**src/rtl/energy_ctrl_pkg.sv**
```systemverilog
// Shared types and default sizing for the sliding-window energy sequencer.
package energy_ctrl_pkg;

    localparam int DEF_WINDOW_LOG2  = 4;
    localparam int DEF_SAMPLE_W     = 16;
    localparam int DEF_ENERGY_W     = 64;
    localparam int DET_HOLD_COUNT   = 4;

    typedef enum logic [1:0] {
        FLUSH = 2'd0,
        PRIME = 2'd1,
        RUN   = 2'd2
    } ctrl_state_e;

endpackage

```
**src/rtl/energy_window_buf.sv**
```systemverilog
// Circular sample store for the energy window; the slot at the write pointer
// is read combinationally so the caller sees the outgoing sample before it is overwritten.
module energy_window_buf
    import energy_ctrl_pkg::*;
#(
    parameter int WINDOW_LOG2 = DEF_WINDOW_LOG2,
    parameter int SAMPLE_W    = DEF_SAMPLE_W
) (
    input  logic                clock,
    input  logic                reset,
    input  logic                i_clear,
    input  logic                i_wr_en,
    input  logic [SAMPLE_W-1:0] i_wr_data,
    output logic [SAMPLE_W-1:0] o_rd_data
);

    localparam int N = 1 << WINDOW_LOG2;

    logic [SAMPLE_W-1:0]    r_mem [N];
    logic [WINDOW_LOG2-1:0] r_wr_ptr;

    // Write pointer wraps naturally at N
    always_ff @(posedge clock) begin
        if (reset || i_clear) begin
            r_wr_ptr <= '0;
        end else if (i_wr_en) begin
            r_wr_ptr <= r_wr_ptr + WINDOW_LOG2'(1);
        end else begin
            r_wr_ptr <= r_wr_ptr;
        end
    end

    // Contents need no reset: stale data is masked while priming
    always_ff @(posedge clock) begin
        if (i_wr_en) begin
            r_mem[r_wr_ptr] <= i_wr_data;
        end
    end

    assign o_rd_data = r_mem[r_wr_ptr];

endmodule

```
**src/rtl/energy_window_ctrl.sv**
```systemverilog
// Sequencer feeding first/last operands to one signalEnergy datapath.
// Optional threshold detector with hysteresis is built when ENERGY_DETECT_EN is defined.
module energy_window_ctrl
    import energy_ctrl_pkg::*;
#(
    parameter int WINDOW_LOG2 = DEF_WINDOW_LOG2,
    parameter int SAMPLE_W    = DEF_SAMPLE_W,
    parameter int ENERGY_W    = DEF_ENERGY_W
) (
    input  logic                clock,
    input  logic                reset,
    input  logic                i_clear,
    input  logic                i_in_valid,
    output logic                o_in_ready,
    input  logic [SAMPLE_W-1:0] i_in_sample,
    output logic                o_dp_reset,
    output logic [SAMPLE_W-1:0] o_dp_first,
    output logic [SAMPLE_W-1:0] o_dp_last,
    input  logic [ENERGY_W-1:0] i_dp_energy,
    output logic [ENERGY_W-1:0] o_energy_out,
    output logic                o_energy_valid,
    output logic                o_primed
`ifdef ENERGY_DETECT_EN
    ,
    input  logic [ENERGY_W-1:0] i_det_threshold,
    output logic                o_det_flag
`endif
);

    localparam int N      = 1 << WINDOW_LOG2;
    localparam int FILL_W = WINDOW_LOG2 + 1;

    ctrl_state_e         r_state;
    ctrl_state_e         w_state_next;
    logic [FILL_W-1:0]   r_fill;
    logic                w_accept;
    logic                w_full_after;
    logic [SAMPLE_W-1:0] w_rd_data;
    logic [SAMPLE_W-1:0] r_dp_first;
    logic [SAMPLE_W-1:0] r_dp_last;
    logic                r_stb1;
    logic                r_tag1;
    logic                r_stb2;
    logic                r_tag2;
    logic                r_energy_valid;

    assign o_in_ready   = (r_state != FLUSH) && !i_clear;
    assign w_accept     = i_in_valid && o_in_ready;
    assign o_dp_reset   = reset || (r_state == FLUSH);
    // Window is full once this accept lands, counting the incoming sample
    assign w_full_after = (r_fill == FILL_W'(N - 1)) || (r_fill == FILL_W'(N));

    energy_window_buf #(
        .WINDOW_LOG2 (WINDOW_LOG2),
        .SAMPLE_W    (SAMPLE_W)
    ) u_buf (
        .clock     (clock),
        .reset     (reset),
        .i_clear   (i_clear),
        .i_wr_en   (w_accept),
        .i_wr_data (i_in_sample),
        .o_rd_data (w_rd_data)
    );

    // State register
    always_ff @(posedge clock) begin
        if (reset) begin
            r_state <= FLUSH;
        end else begin
            r_state <= w_state_next;
        end
    end

    // Next-state logic
    always_comb begin
        w_state_next = r_state;
        if (i_clear) begin
            w_state_next = FLUSH;
        end else begin
            case (r_state)
                FLUSH:   w_state_next = PRIME;
                PRIME:   w_state_next = (w_accept && w_full_after) ? RUN : PRIME;
                RUN:     w_state_next = RUN;
                default: w_state_next = FLUSH;
            endcase
        end
    end

    // Fill counter saturating at N
    always_ff @(posedge clock) begin
        if (reset || i_clear) begin
            r_fill <= '0;
        end else if (w_accept && (r_fill != FILL_W'(N))) begin
            r_fill <= r_fill + FILL_W'(1);
        end else begin
            r_fill <= r_fill;
        end
    end

    // Operands are live for exactly one cycle per accept, zero otherwise
    always_ff @(posedge clock) begin
        if (reset || i_clear || !w_accept) begin
            r_dp_first <= '0;
            r_dp_last  <= '0;
        end else begin
            r_dp_first <= i_in_sample;
            r_dp_last  <= (r_state == RUN) ? w_rd_data : '0;
        end
    end

    // Strobe follows the sample through temp and energy stages of the datapath
    always_ff @(posedge clock) begin
        if (reset || i_clear) begin
            r_stb1         <= 1'b0;
            r_tag1         <= 1'b0;
            r_stb2         <= 1'b0;
            r_tag2         <= 1'b0;
            r_energy_valid <= 1'b0;
        end else begin
            r_stb1         <= w_accept;
            r_tag1         <= w_accept && w_full_after;
            r_stb2         <= r_stb1;
            r_tag2         <= r_tag1;
            r_energy_valid <= r_stb2 && r_tag2;
        end
    end

    assign o_dp_first     = r_dp_first;
    assign o_dp_last      = r_dp_last;
    assign o_energy_out   = i_dp_energy;
    assign o_energy_valid = r_energy_valid;
    assign o_primed       = (r_state == RUN);

`ifdef ENERGY_DETECT_EN
    logic [2:0] r_det_cnt;
    logic       r_det_flag;
    logic       w_det_hi;
    logic       w_det_lo;

    assign w_det_hi = $signed(i_dp_energy) >= $signed(i_det_threshold);
    assign w_det_lo = $signed(i_dp_energy) < ($signed(i_det_threshold) >>> 1);

    // Set after a run of high windows, released only well below threshold
    always_ff @(posedge clock) begin
        if (reset || i_clear) begin
            r_det_cnt  <= 3'd0;
            r_det_flag <= 1'b0;
        end else if (r_energy_valid) begin
            if (w_det_hi) begin
                r_det_cnt  <= (r_det_cnt == 3'(DET_HOLD_COUNT)) ? r_det_cnt : r_det_cnt + 3'd1;
                r_det_flag <= (r_det_cnt >= 3'(DET_HOLD_COUNT - 1)) ? 1'b1 : r_det_flag;
            end else begin
                r_det_cnt  <= 3'd0;
                r_det_flag <= w_det_lo ? 1'b0 : r_det_flag;
            end
        end else begin
            r_det_cnt  <= r_det_cnt;
            r_det_flag <= r_det_flag;
        end
    end

    assign o_det_flag = r_det_flag;
`endif

endmodule

```
**config.mk**
```make
export PLATFORM = sky130hd
export DESIGN_NAME = energy_window_ctrl
export DESIGN_NICKNAME = d
export VERILOG_FILES = /design/src/rtl/energy_ctrl_pkg.sv /design/src/rtl/energy_window_buf.sv /design/src/rtl/energy_window_ctrl.sv
export SDC_FILE = /design/constraint.sdc
export NUM_CORES = 1
export LEC_CHECK = 0
export BUFFER_PORTS_ARGS = -buffer_cell sky130_fd_sc_hd__buf_2
export CAP_MARGIN = 0
export CELL_PAD_IN_SITES_DETAIL_PLACEMENT = 1
export CELL_PAD_IN_SITES_GLOBAL_PLACEMENT = 1
export CORE_MARGIN = 4
export CORE_UTILIZATION = 40
export CTS_BUF_LIST = sky130_fd_sc_hd__clkbuf_16
export DETAILED_ROUTE_END_ITERATION = 6
export GPL_ROUTABILITY_DRIVEN = 0
export GPL_TIMING_DRIVEN = 0
export PLACE_DENSITY = 0.75
export SLEW_MARGIN = 20
export SYNTH_ARGS = -nofsm -noshare
export SYNTH_HDL_FRONTEND = slang
export SYNTH_HIERARCHICAL = 1
export SYNTH_SLANG_ARGS = --single-unit
```
**constraint.sdc**
```tcl
create_clock -name clock -period 3.14 [get_ports clock]
set_input_delay 0.628 -clock clock [delete_from_list [all_inputs] [get_ports clock]]
set_output_delay 0.628 -clock clock [all_outputs]
set_load 0.03 [all_outputs]
```
==> reports/results.ini <==
[synth]
syn_area_um2 = 11900
yosys_warnings = 6
syn_avg_cell_area_um2 = 18.9
yosysMostFrequentCell = edfxtp_1
async_flop_share = 0
synthesis.instances = 632
synth_top_area_cell = edfxtp_1
synth_edf_count = 256
synth.area.top_cells = edfxtp_1, mux4_2, dfxtp_1
synth-seq-cells = 308
ys_seq_area_frac = 0.731
synth_top_area_share = 0.644
synthTopCellsByCount = edfxtp_1, buf_4, mux4_2
ys.flop_type = edfxtp_1
synth_fp_nets = 722
synth_cell_type_count = 39

[critical_path]
worstPathArrival_ns = 2.94
r2r_cells = 5
crit_family = simple AND/OR/NAND/NOR gates
critical_path_required_ns = 3.31
worst-setup-path-type = reg -> reg
crit_top_cell = nor2_1
crit_path_top_delay_cell = and2_1
critPathLaunchType = register
ff2ff_setup_slack_ns = 0.37
rr_endpoint = u_buf/r_mem[1][3]
crit_chain = nor2_1 -> nor2_1 -> clkbuf_1 -> nor3b_1 -> and2_1
path_depth = 5
cpPeakStageDelay_ns = 0.88
cp_num_buf_inv = 1
cp-end-kind = register
rr_startpoint = r_state[1]
crit_fanout = 16

[global_route]
grt_pass1_vias = 6703
grtUsageTotal = 0.167
grt_pass1_wl_um = 41800
overflow = 0
grt_max_degree = 18
antenna_found_initial = 1

[clock_tree]
clockRootBuffer = clkbuf_16
cts_tree = built
clock_latency_ns = 0.56
post_cts.repair.setup_buffers = 0
cts.repair.resized = 0
ctsHoldBuffers = 0
cts.sinks = 308
htreeDepth = 1
numCtsBuffers = 31
cts_buffer_depth = 3
path_clk_slew_ns = 0.06

[final_layout]
fin_nets = 875
diodes = 0
nFillCells = 2769
final_core_util = 0.481
multi_input_area_um2 = 2550
syn2layout_area_growth_pct = 17.3
regArea_um2 = 8730
drive_above_1_share = 0.368

[floorplan]
die_w_um = 181
row_count = 62
die-area_um2 = 32700
fp.coreArea_um2 = 29100
pin_count = 184
die-height_um = 181
start_util = 0.410

[worst_hold_path]
holdPathStages = 2
min_to = u_buf/r_wr_ptr[0]
worstHoldStart = i_clear
holdCritPathClass = in -> reg

[detailed_routing]
dr_total_vias = 6297
drtAntennaViolNets = 0
drt-vias-per-instance = 5.27
wl_per_cell_um = 23.7
drt_pass1_iterations = 5
drt_iter0_markers = 435
wl_um = 28300
drc = 0

[sta]
tightestPinTransition_ns = 1.04
layout_setup_ws_ns = 0.367
slew_viol_final = 0
finalSetupViolations = 0
fin_setup_tns_ns = 0
min_period_over_period = 0.883
period_needed_ns = 2.77
rsz0062_at_grt = no
relSlewSlack = 0.308
hold_slack_ns = 0.425
max_freq_mhz = 361
hold_viol = 0
clock_skew_ns = 0.0139

[power_and_ir_drop]
p_seq_frac = 0.534
p_sw_mw = 1.71
total_power_mw = 8.29
pwr-share-comb = 0.040
power.density_nw_per_um2 = 592
ir_drop_mv = 0.428
p_int_mw = 6.57
swShare = 0.207
p_clk_frac = 0.425
p_leak_nw = 4.94

[place]
io_buffers = 119
pre_cts_slack_ns = -0.0694
hpwl_um = 18600

[run]
maxCapViolCount = 0

[outcome]
status = complete, no violations

-- stage by stage --
step | std cells | instance area [um^2]
after global placement | 1135 | 13000
after floorplan | 632 | 11900
final | 1194 | 14000
after detailed placement | 1136 | 13000
after CTS | 1194 | 14000
after global routing | 1194 | 14000
-- how the worst max path moves through the flow --
stage,start,to,slack (ns)
floorplan,i_clear,u_buf/r_mem[3][0],0.78
finish,r_state[1],u_buf/r_mem[1][3],0.37
global route,r_state[1],u_buf/r_mem[0][3],0.23
detailed placement,i_clear,u_buf/r_mem[1][8],-0.07
CTS,r_state[1],u_buf/r_mem[1][3],0.38
global placement,i_clear,u_buf/r_mem[1][6],0.01
-- flip-flops by register name, indices dropped and copies added (netlist names), named ones only --
name	flops
u_buf/r_mem	256
o_dp_first	16
o_dp_last	16
r_fill	5
u_buf/r_wr_ptr	4
r_state	2
o_energy_valid	1
r_stb1	1
r_stb2	1
r_tag1	1
r_tag2	1
-- kinds of logic after synthesis --
kind of cell,after synthesis,share of synthesized area
adder cells (fa/ha/maj),6,0.00629
buffers and inverters,97,0.0550
XOR/XNOR,3,0.00220
flip-flops,308,0.731
AO/OA/AOI/OAI,43,0.0263
multiplexers,66,0.126
AND/OR/NAND/NOR,109,0.0532
-- worst register-to-register path, delay by kind of cell (launching register included) --
kind	cells	cell delay, ns
simple gates	4	1.61
buf+inv	1	0.39
flops	1	0.38
-- cell usage in the layout, fill, tap and decap left out, types with 7 or more instances in the layout --
cell type,synthesis,layout
a22oi_1,32,32
and2_1,51,51
buf_2,3,122
buf_4,67,68
clkbuf_1,11,11
clkbuf_16,0,31
dfxtp_1,52,52
edfxtp_1,256,256
inv_1,7,16
mux4_1,10,10
mux4_2,54,54
nand2_1,19,19
nor2_1,7,7
-- routing by layer --
layer  GRT usage  vias to the layer above  share of wire
met5           0                        -              0
met2       0.291                      318           0.50
met4      0.0327                        0          0.017
li1            -                     2720              -
met3      0.0386                       36          0.087
met1       0.218                     3223           0.39
-- area by class of cell --
cell class | instances | area share
Sequential cell | 308 | 0.624
Multi-Input combinational cell | 227 | 0.182
Clock buffer | 31 | 0.0554
Buffer | 90 | 0.0451
Timing Repair Buffer | 120 | 0.0431
Tap cell | 384 | 0.0343
Clock inverter | 27 | 0.0140
Inverter | 7 | 0.00188
-- power groups by stage --
stage	Clock, mW	Sequential [mW]	Combinational (mW)
final	3.52	4.43	0.335
after global routing	3.79	4.43	0.358
after CTS	3.61	4.43	0.340
after detailed placement	0	4.52	0.340
after global placement	0	4.52	0.333
after floorplan	0	4.52	0.204
Power figures use the tool's default switching activity.
